`src/rtl/exu_shift_pkg.sv`:
```
// Shared types and op-encoding helpers for the execute-stage shift arbiter.
// The five legal {mode1,mode2} codes are the only ones forwarded to the shift unit.
package exu_shift_pkg;

   typedef enum logic [1:0] {
      IDLE  = 2'd0,
      ISSUE = 2'd1,
      WAIT  = 2'd2,
      RESP  = 2'd3
   } sh_state_e;

   // {mode1, mode2}
   localparam logic [4:0] SH_SLL  = 5'b00_000;
   localparam logic [4:0] SH_SRL  = 5'b00_010;
   localparam logic [4:0] SH_SRA  = 5'b00_100;
   localparam logic [4:0] SH_SLLI = 5'b10_000;
   localparam logic [4:0] SH_SRLI = 5'b10_010;

   function automatic logic sh_legal(input logic [1:0] mode1, input logic [2:0] mode2);
      case ({mode1, mode2})
         SH_SLL, SH_SRL, SH_SRA, SH_SLLI, SH_SRLI: sh_legal = 1'b1;
         default:                                  sh_legal = 1'b0;
      endcase
   endfunction

endpackage

```
`src/rtl/rr_arbiter.sv`:
```
// Combinational round-robin picker: first requester at or after ptr, wrapping.
// Kept generic so other shared execute units can reuse it.
module rr_arbiter #(
   parameter int N  = 2,
   parameter int IW = (N > 1) ? $clog2(N) : 1
) (
   input  logic [N-1:0]  req,
   input  logic [IW-1:0] ptr,
   output logic [N-1:0]  grant,
   output logic [IW-1:0] idx,
   output logic          any
);

   logic [IW-1:0] j;

   always_comb begin
      grant = '0;
      idx   = '0;
      any   = 1'b0;
      j     = '0;
      for (int k = 0; k < N; k++) begin
         j = IW'((int'(ptr) + k) % N);
         if (!any && req[j]) begin
            any      = 1'b1;
            grant[j] = 1'b1;
            idx      = j;
         end
      end
   end

endmodule

```
`src/rtl/exu_shift_arb.sv`:
```
// Shares the single shift unit between NUM_REQ requesters: one op in flight,
// round-robin grant, bounded wait for su_done, backpressured response.
module exu_shift_arb
   import exu_shift_pkg::*;
#(
   parameter int NUM_REQ = 2,
   parameter int XLEN    = 32,
   parameter int TAG_W   = 4,
   parameter int TIMEOUT = 15
) (
   input  logic                       clk,
   input  logic                       rst,
   input  logic [NUM_REQ-1:0]         req_valid,
   output logic [NUM_REQ-1:0]         req_ready,
   input  logic [NUM_REQ*XLEN-1:0]    req_op1,
   input  logic [NUM_REQ*XLEN-1:0]    req_op2,
   input  logic [NUM_REQ*2-1:0]       req_mode1,
   input  logic [NUM_REQ*3-1:0]       req_mode2,
   input  logic [NUM_REQ*TAG_W-1:0]   req_tag,
   output logic                       su_start,
   output logic [XLEN-1:0]            su_op1,
   output logic [XLEN-1:0]            su_op2,
   output logic [1:0]                 su_mode1,
   output logic [2:0]                 su_mode2,
   input  logic                       su_done,
   input  logic [XLEN-1:0]            su_res,
   output logic                       rsp_valid,
   input  logic                       rsp_ready,
   output logic [$clog2(NUM_REQ)-1:0] rsp_id,
   output logic [TAG_W-1:0]           rsp_tag,
   output logic [XLEN-1:0]            rsp_res,
   output logic                       rsp_err
);

   localparam int IW  = $clog2(NUM_REQ);
   localparam int WCW = $clog2(TIMEOUT + 1);

   logic [NUM_REQ-1:0][XLEN-1:0]  op1_a, op2_a;
   logic [NUM_REQ-1:0][1:0]       m1_a;
   logic [NUM_REQ-1:0][2:0]       m2_a;
   logic [NUM_REQ-1:0][TAG_W-1:0] tag_a;

   assign op1_a = req_op1;
   assign op2_a = req_op2;
   assign m1_a  = req_mode1;
   assign m2_a  = req_mode2;
   assign tag_a = req_tag;

   sh_state_e        state, state_nxt;
   logic [IW-1:0]    rr_ptr;
   logic [WCW-1:0]   wait_cnt;
   logic [NUM_REQ-1:0] gnt;
   logic [IW-1:0]    gnt_idx;
   logic             gnt_any;
   logic             sel_legal;
   logic             wait_expired;

   rr_arbiter #(.N(NUM_REQ), .IW(IW)) u_rr (
      .req   (req_valid),
      .ptr   (rr_ptr),
      .grant (gnt),
      .idx   (gnt_idx),
      .any   (gnt_any)
   );

   assign sel_legal    = sh_legal(m1_a[gnt_idx], m2_a[gnt_idx]);
   assign wait_expired = (wait_cnt == WCW'(TIMEOUT));

   always_ff @(posedge clk) begin
      if (!rst) state <= IDLE;
      else      state <= state_nxt;
   end

   always_comb begin
      state_nxt = state;
      case (state)
         IDLE:  if (gnt_any) state_nxt = sel_legal ? ISSUE : RESP;
         ISSUE: state_nxt = WAIT;
         WAIT:  if (su_done || wait_expired) state_nxt = RESP;
         RESP:  if (rsp_ready) state_nxt = IDLE;
         default: state_nxt = IDLE;
      endcase
   end

   always_comb begin
      req_ready = (state == IDLE) ? gnt : '0;
      su_start  = (state == ISSUE);
      rsp_valid = (state == RESP);
   end

   // Operand/response registers; su_* hold from accept through WAIT, rsp_* through RESP.
   always_ff @(posedge clk) begin
      if (!rst) begin
         rr_ptr   <= '0;
         wait_cnt <= '0;
         su_op1   <= '0;
         su_op2   <= '0;
         su_mode1 <= '0;
         su_mode2 <= '0;
         rsp_id   <= '0;
         rsp_tag  <= '0;
         rsp_res  <= '0;
         rsp_err  <= 1'b0;
      end else begin
         case (state)
            IDLE: if (gnt_any) begin
               su_op1   <= op1_a[gnt_idx];
               su_op2   <= op2_a[gnt_idx];
               su_mode1 <= m1_a[gnt_idx];
               su_mode2 <= m2_a[gnt_idx];
               rsp_id   <= gnt_idx;
               rsp_tag  <= tag_a[gnt_idx];
               rsp_res  <= '0;
               rsp_err  <= ~sel_legal;
            end
            ISSUE: wait_cnt <= '0;
            WAIT: begin
               if (su_done) begin
                  rsp_res <= su_res;
                  rsp_err <= 1'b0;
               end else if (wait_expired) begin
                  rsp_res <= '0;
                  rsp_err <= 1'b1;
               end else begin
                  wait_cnt <= wait_cnt + 1'b1;
               end
            end
            RESP: if (rsp_ready)
               rr_ptr <= (rsp_id == IW'(NUM_REQ - 1)) ? '0 : rsp_id + 1'b1;
            default: ;
         endcase
      end
   end

endmodule

```
`config.mk`:
```
export PLATFORM = sky130hd
export DESIGN_NAME = exu_shift_arb
export DESIGN_NICKNAME = d
export VERILOG_FILES = /design/src/rtl/exu_shift_pkg.sv /design/src/rtl/rr_arbiter.sv /design/src/rtl/exu_shift_arb.sv
export SDC_FILE = /design/constraint.sdc
export NUM_CORES = 1
export LEC_CHECK = 0
export ABC_AREA = 1
export CAP_MARGIN = 15
export CELL_PAD_IN_SITES_DETAIL_PLACEMENT = 1
export CELL_PAD_IN_SITES_GLOBAL_PLACEMENT = 2
export CORE_ASPECT_RATIO = 1.5
export CORE_MARGIN = 2
export CORE_UTILIZATION = 18
export DETAILED_ROUTE_END_ITERATION = 8
export GPL_TIMING_DRIVEN = 1
export PLACE_DENSITY = 0.85
export SLEW_MARGIN = 10
export SYNTH_ARGS = -nofsm -noshare
export SYNTH_HDL_FRONTEND = slang
export SYNTH_SLANG_ARGS = --single-unit
```
`constraint.sdc`:
```
create_clock -name clk -period 1.42 [get_ports clk]
set_input_delay 0.213 -clock clk [delete_from_list [all_inputs] [get_ports clk]]
set_output_delay 0.213 -clock clk [all_outputs]
set_load 0.02 [all_outputs]
```
Yosys cells after proc, flatten, opt, wreduce, memory -nomap -nowiden
Index checks and enable logic that the tools add are counted.
Storage, ports and cells
  register bits: 114
  latch bits: 0
  RAM bits: 0
  ROM bits: 0
  input bits: 184
  logic and storage cells: 93
  memories: 0
Cells by class
  add/subtract/negate cells: 3
  multiply operators: 0
  divide/modulo/power cells: 0
  $lt $le $gt $ge: 5
  eq/ne operators: 14
  shifts and indexed selects: 0
  multiplexer cells: 43
  bitwise gates (word level): 2
  reductions and logical operators: 15
Operators by type and width (count)
  $mux 32: 7
  $pmux 32 s2: 1
  $mux 2: 9
  $mux 4: 4
  $mux 1: 15
  $eq 5x5->1 const B: 2
  $reduce_and 3->1: 3
  $ne 2x2->1 const B: 4
  $pmux 2 s4: 1
  $pmux 4 s2: 1
  $lt 1x2->1 const B: 3
  $mux 3: 2
  $eq 5x2->1 const B: 1
  $eq 5x3->1 const B: 1
  $logic_not 5->1: 1
  $reduce_or 5->1: 1
  $add 4x1->4 const B: 1
  $eq 2x2->1 const B: 2
  $eq 4x4->1 const B: 1
  $reduce_and 2->1: 2
  $reduce_bool 2->1: 2
  $logic_and 1x1->1: 3
  $ne 3x3->1 const B: 1
  $add 1x1->1 const B: 2
  10 further kinds: 12

Logic depth before layout (Yosys ltp)
Gate-level depths: netlist of run 1.
  word-level depth: 14
  depth in mapped cells: 12
  mapped depth without buffers: 11

By module
A second synthesis of run 1 with hierarchy kept.
Second synthesis, totals
  cells, all modules: 788
  area total of the unflattened synthesis: 5403.9 µm²
Modules (own cells, without submodules)
  exu_shift_arb: instances 1, cells an instance 774, area an instance 5348.9 µm²
  rr_arbiter: instances 1, cells an instance 14, area an instance 55.1 µm²

Worst setup path after synthesis of run 1
OpenSTA, ideal clock, no wires.
  path type: register to register
  start point: register state[0]
  end point: register rsp_res[0]
  setup time: 0.070 ns
  arrival time: 1.454 ns
  data required time: 1.350 ns
  path slack: -0.104 ns
  cell stages (with the launch flop): 13
  period minus slack after synthesis: 1.524 ns
  path through: dfxtp_1 inv_1 ha_1 inv_2 nor2_2 nand2_2 inv_2 nor2_4 nand2_4 inv_6 buf_6 nand3_1 a21oi_2
On the way
  longest elaborated chain between the ends: 3
  elaborated cells between the ends (all ways): 7
Ends and longest elaborated chain
  from (decl): RTL line exu_shift_arb.sv:49  | sh_state_e state, state_nxt;
  from (signal assigned): RTL line exu_shift_arb.sv:71  | else state <= state_nxt;
  $eq 2x2->1 or $logic_not 2->1 (tied branches): RTL line exu_shift_arb.sv:105  | case (state)
  $ne 3x3->1 (no line) (tied with other cells)
  $reduce_and 3->1 (no line)
  to (signal assigned): RTL line exu_shift_arb.sv:119  | rsp_res <= su_res;
  to (decl): RTL line exu_shift_arb.sv:31  | output logic [XLEN-1:0] rsp_res,
Several ways; a longest one is shown, not always the timed one.
A chain may end at the register's enable or synchronous reset.

Worst setup path in the final report of run 1
  start point: register state[0]
  end point: register su_op1[21]
On the way
  longest elaborated chain between the ends: 2
Ends and longest elaborated chain
  $logic_not 2->1: RTL line exu_shift_arb.sv:105
  $reduce_and 2->1 (no line)
  to (signal assigned): RTL line exu_shift_arb.sv:107  | su_op1 <= op1_a[gnt_idx];
  to (decl): RTL line exu_shift_arb.sv:21  | output logic [XLEN-1:0] su_op1,
Every way passes these cells.

==> flow_summary.yaml, run 1 <==
clock_tree:
  path_clk_slew_ns: 0.06
  clock-sinks: 114
  tritoncts: "yes"
  clockBufferDepth: 2
  root_buffer: "clkbuf_16"
  numCtsBuffers: 17
  cts_max_level: 4
  insertion_delay_ns: 0.42
  hold_buffers: 0
min_path:
  hold_path_class: "in -> reg"
sta:
  clock_skew_ns: 0.0118
  fmax_mhz: 593
  setup-violations-final: 115
  post-route-period-util: 1.19
  worstMarginPinSlew_ns: 0.458
  slew_headroom: 0.695
  slew_violations: 0
  hold_viol: 0
  fin_ws_ns: -0.265
  fin_hold_ws_ns: 0.270
  rsz0062_at_grt: "yes"
  post-route-min-period_ns: 1.69
critical_path:
  end_kind: "flop"
  cp_slowest_stage_delay_ns: 0.32
  path_buf_inv: 7
  crit_family: "buffers and inverters"
  crit_type: "reg -> reg"
  cp.required_ns: 1.77
  crit_fanout: 8
  path_cells: "inv_2 > ha_4 > inv_4 > buf_6 > nor2_4 > buf_6 > buf_12 > buf_12 > buf_12 > o21ai_2 > a31oi_4"
  worstSetupStartpointType: "flop"
  cp_common_cell: "buf_12"
  worst_ep_arrival_time_ns: 2.03
  cpMaxStageDelayCell: "dfxtp_2"
die:
  dieArea_mm2: 0.0296
  die_w_um: 141
  io-pin-count: 295
  core_area_mm2: 0.0279
  start_util: 0.182
  num_rows: 75
  die_y_um: 210
global_routing:
  grt_max_degree: 49
  grt_usage: 0.170
  grt_pass1_vias: 6785
  grt-ovfl-total: 0
  antenna_found_initial: 3
  grt_pass1_wl_um: 39000
cells_and_area:
  nets: 1194
  drive_above_1_share: 0.265
  area_growth_pct: 105
  ff_latch_area_mm2: 0.00229
  stdcell_area_mm2: 0.0104
  multi_input_area_mm2: 0.00284
  n_fill_cell: 3205
outcome:
  violations: "negative setup slack"
  status: "finished with violations"
pwr:
  ir_worst_vdd_mv: 0.784
  powerDensity_mw_per_mm2: 1980
  leakagePower_uw: 0.00440
logic_synthesis:
  syn_avg_cell_area_um2: 7.77
  yosys_warnings: 0
  ys_ff_latch: 114
  netlist-cell-type-count: 31
  yosys.area.top_type: "dfxtp_1"
  yosys_most_used_dff: "dfxtp_1"
  syn-cell-area_mm2: 0.00508
  synthArstFlopShare: 0
  syn_inst: 653
  ys_seq_area_frac: 0.450
  synth_nets: 842
  synth-edff-count: 0
  synth_area_leaders: "dfxtp_1 (45%), nand3_1 (10%), nand2_1 (9.5%)"
  synth_top_area_frac: 0.450
routing:
  post_drt_via_cell_ratio: 4.58
  vias: 6246
  dr.pass1.iters: 4
  drtAntennaViolNets: 0
  drt_iter0_drc: 118
  routed_wirelength_um: 25600
  wl_per_cell_um: 18.8
  drc: 0
placed_design:
  dp_hpwl_um: 16200
  gp_congestion: 0.769
  place_area_mm2: 0.00866
  port-buffer-count: 294
  post-place-ws_ns: -0.505
run:
  drv_cap: 0
[final timing paths]
kind                                 start  slack, ns  cells after the start                  endpoint
setup / recovery     state[0]$_SDFFE_PN0P_      -0.27                     11   su_op1[21]$_SDFFE_PN0P_
hold / removal                         rst       0.27                      4    su_op2[9]$_SDFFE_PN0P_
setup reg to reg     state[0]$_SDFFE_PN0P_      -0.27                     11   su_op1[21]$_SDFFE_PN0P_
hold reg to reg   rsp_res[24]$_SDFFE_PN0P_       0.46                      2  rsp_res[24]$_SDFFE_PN0P_
[Yosys cell counts, types with 2 or more instances]
library cell and instances:
inv_2 3, buf_6 4, buf_8 3, nor2_4 3, nand2_1 129, nor3_1 2, buf_2 22, buf_4 3
inv_1 13, a21oi_2 18, ha_1 5, buf_1 4, nand2_2 3, nand2_4 2, clkbuf_2 6, o21ai_0 75
nand3_1 104, dfxtp_1 114, clkbuf_1 18, a21oi_1 23, nand3_2 4, a31oi_1 68, nor2_1 19
[per-stage QoR]
step	std cells	utilization	power, µW	TNS, ns
5_1_grt	1364	0.374	21700	-30.34
2_1_floorplan	653	-	8790	-0.534
6_report	1364	0.374	20600	-21.66
3_3_place_gp	1284	0.311	12500	-45.65
3_5_place_dp	1284	0.311	12600	-47.63
4_1_cts	1361	0.369	20500	-20.86
[where the power goes]
part           internal (µW)  leakage [µW]  switching, µW
registers               4140      0.000938            551
logic                   5620       0.00318           5930
clock network           2730      0.000279           1620
total                  12500       0.00440           8100
[cells by family after synthesis]
| kind of cell | count (synthesis) | share of synthesized area |
|---|---|---|
| xor+xnor | 1 | 0.00173 |
| compound gates | 187 | 0.216 |
| simple gates | 269 | 0.241 |
| buf+inv | 77 | 0.0796 |
| flops | 114 | 0.450 |
| fa+ha+maj | 5 | 0.0123 |
[registers in the layout (all words and copies together) (netlist names)]
signal	count
su_op2	32
su_mode1	2
rsp_err	1
wait_cnt	4
rsp_res	32
rsp_tag	4
rsp_id	1
su_mode2	3
su_op1	32
rr_ptr	1
state	2
[area by class of cell]
type,instances,share of cell area
inverters,17,0.00817
diodes,1,0.000240
clock inverters,11,0.0133
repair inverters,1,0.00156
well taps,346,0.0415
flip-flops and latches,114,0.219
multi-input cells,462,0.273
repair buffers,392,0.401
clock buffers,20,0.0419
[repair_timing]
| action | CTS | global route |
|---|---|---|
| buffers inserted | 30 | 11 |
| endpoints found under the setup margin | 222 | 119 |
| pin swaps | 12 | 11 |
| cloned | 16 | 2 |
| gates resized for setup | 286 | 72 |
[worst reg2reg max path, delay by kind of cell (launching register included)]
family,cells,cell delay (ns)
flip-flops,1,0.32
AND/OR/NAND/NOR,1,0.15
adder cells (fa/ha/maj),1,0.17
AO/OA/AOI/OAI,2,0.23
buffers and inverters,7,0.75
[metal layers]
layer  routed length (µm)  global-route usage
met1                 9840               0.188
met2                13800               0.314
met3                 1290              0.0397
met4                  660              0.0631
met5                   19                   0
[placed cells by master, fill, tap and decap left out, types with 3 or more instances in the layout]
| cell | instances |
|---|---|
| clkdlybuf4s50_1 | 181 |
| dfxtp_1 | 111 |
| nand2_1 | 107 |
| dlygate4sd2_1 | 102 |
| nand3_1 | 98 |
| a31oi_1 | 66 |
| o21ai_2 | 43 |
| buf_4 | 43 |
| a21oi_2 | 25 |
| o21ai_0 | 21 |
| buf_12 | 21 |
| buf_6 | 19 |
| nand2_2 | 18 |
| clkbuf_16 | 18 |
| a21oi_1 | 16 |
| nor2_1 | 14 |
| buf_16 | 12 |
| o21ai_1 | 11 |
| nand3_2 | 9 |
| nand2_4 | 8 |
| nor2_4 | 7 |
| inv_1 | 7 |
| inv_2 | 5 |
| clkinv_2 | 5 |
| buf_8 | 5 |
| ha_4 | 4 |
| clkdlybuf4s15_1 | 4 |
| clkinvlp_4 | 3 |
| bufinv_16 | 3 |
| clkbuf_1 | 3 |
| dfxtp_2 | 3 |
(Power assumes the default switching activity.)
==> run 2: changes to the inputs <==
--- a/config.mk
+++ b/config.mk
@@ -15,6 +15,7 @@
 export DETAILED_ROUTE_END_ITERATION = 8
 export GPL_TIMING_DRIVEN = 1
 export PLACE_DENSITY = 0.85
+export SKIP_CTS_REPAIR_TIMING = 1
 export SLEW_MARGIN = 10
 export SYNTH_ARGS = -nofsm -noshare
 export SYNTH_HDL_FRONTEND = slang
==> flow_summary.yaml, run 2 (same netlist as run 1, synthesis figures left out) <==
placed_design:
  dp.cells: 1284
  dp_hpwl_um: 16200
  place_area_mm2: 0.00866
  gp_congestion: 0.769
  port-buffer-count: 294
routing:
  drtAntennaViolNets: 0
  dr.pass1.iters: 4
  vias: 6296
  routed_wirelength_um: 26600
  drt_iter0_drc: 212
  drc: 0
  wl_per_cell_um: 19.5
  post_drt_via_cell_ratio: 4.62
critical_path:
  worst_ep_arrival_time_ns: 2.03
  worstSetupStartpointType: "flop"
  cp_slowest_stage_delay_ns: 0.35
  cpMaxStageDelayCell: "dfxtp_2"
  cp.required_ns: 1.71
  end_kind: "flop"
  crit_type: "reg -> reg"
  path_cells: "inv_4 > buf_6 > ha_4 > inv_4 > nor2_4 > nand2_2 > inv_2 > nor2_4 > nand2_8 > clkbuf_16 > nand2_1 > a21oi_2"
  crit_fanout: 8
outcome:
  status: "finished with violations"
  violations: "negative setup slack"
cells_and_area:
  multi_input_area_mm2: 0.00307
  mostFrequentLayoutCells: "clkdlybuf4s50_1 (180), dfxtp_1 (111), dlymetal6s2s_1 (108)"
  n_fill_cell: 3119
  reg_top3: "rsp_res: 32 flops, su_op1: 32 flops, su_op2: 32 flops"
  drive_above_1_share: 0.270
  nets: 1193
  area_growth_pct: 117
  final_common_cell: "clkdlybuf4s50_1"
  fin_cells: 1363
  stdcell_area_mm2: 0.0110
  ff_latch_area_mm2: 0.00229
run:
  drv_cap: 0
sta:
  slew_headroom: 0.702
  slew_violations: 0
  setup-violations-final: 116
  worstMarginPinSlew_ns: 0.448
  rsz0062_at_grt: "yes"
  clock_skew_ns: 0.0134
  post-route-min-period_ns: 1.73
  fin_ws_ns: -0.314
  post-route-period-util: 1.22
  setup_tns_ns: -23.10
  hold_viol: 0
  fin_hold_ws_ns: 0.266
  fmax_mhz: 577
clock_tree:
  tritoncts: "yes"
  path_clk_slew_ns: 0.06
  insertion_delay_ns: 0.42
  cts_max_level: 4
  clock-sinks: 114
  root_buffer: "clkbuf_16"
  numCtsBuffers: 17
  clockBufferDepth: 2
global_routing:
  grt_pass1_wl_um: 34400
  grt_max_degree: 49
  antenna_found_initial: 3
  grt_pass1_vias: 6154
  grt_usage: 0.149
  grt-ovfl-total: 0
pwr:
  leakagePower_uw: 0.00574
  ir_worst_vdd_mv: 0.742
  p_total_uw: 21400
  powerDensity_mw_per_mm2: 1940
die:
  die_w_um: 141
  die_y_um: 210
  io-pin-count: 295
  start_util: 0.182
  core_area_mm2: 0.0279
  dieArea_mm2: 0.0296
  num_rows: 75
min_path:
  hold_path_class: "in -> reg"
-- run 2: cell types whose count changed in the layout (fill, tap and decap cells not counted), moves of 10 or more --
| cell | change |
|---|---|
| dlymetal6s2s_1 | +108 |
| dlygate4sd2_1 | -102 |
| clkbuf_16 | +16 |
| a31oi_1 | -15 |
| a31oi_4 | +14 |
| o21ai_2 | -12 |
| buf_16 | -10 |
-- run 2: where the power goes --
| group | switching [µW] | internal [µW] | leakage, µW |
|---|---|---|---|
| registers | 550 | 4140 | 0.000938 |
| clock network | 1620 | 2730 | 0.000279 |
| logic | 6290 | 6030 | 0.00453 |
-- run 2: path summary, 6_finish.rpt --
check                                         startpoint                       end  slack (ns)  depth (start not counted)
worst max-delay path               state[0]$_SDFFE_PN0P_   rsp_res[6]$_SDFFE_PN0P_       -0.31                         12
worst min-delay path                                 rst    su_op2[9]$_SDFFE_PN0P_        0.27                          4
worst max register to register     state[0]$_SDFFE_PN0P_   rsp_res[6]$_SDFFE_PN0P_       -0.31                         12
worst min register to register  rsp_res[29]$_SDFFE_PN0P_  rsp_res[29]$_SDFFE_PN0P_        0.46                          2
-- run 2: cell type report --
class                           instances  share of cell area
Multi-Input combinational cell        463               0.279
Clock buffer                           20              0.0397
Tap cell                              346              0.0394
Inverter                               17             0.00762
Antenna cell                            1            0.000228
Clock inverter                         11              0.0126
Timing Repair Buffer                  388               0.410
Sequential cell                       114               0.208
Timing Repair inverter                  3             0.00375
-- run 2: stage by stage --
stage	setup WS, ns	util
global placement	-0.494	0.311
finish	-0.314	0.395
detailed placement	-0.505	0.311
CTS	-0.722	0.331
floorplan	-0.00928	-
global route	-0.376	0.395
-- run 2: layer usage --
layer | up-vias | GRT usage | routed length (µm)
met5 | - | 0 | 19
met2 | 223 | 0.261 | 14300
met4 | 4 | 0.0666 | 864
met3 | 48 | 0.0374 | 1340
li1 | 2996 | - | -
met1 | 3025 | 0.171 | 10000
-- run 2: worst max-delay path, delay by kind of cell, from the launching register on --
| kind | cells | cell delay (ns) |
|---|---|---|
| flops | 1 | 0.35 |
| simple gates | 5 | 0.53 |
| buf+inv | 5 | 0.49 |
| compound gates | 1 | 0.06 |
| fa+ha+maj | 1 | 0.16 |
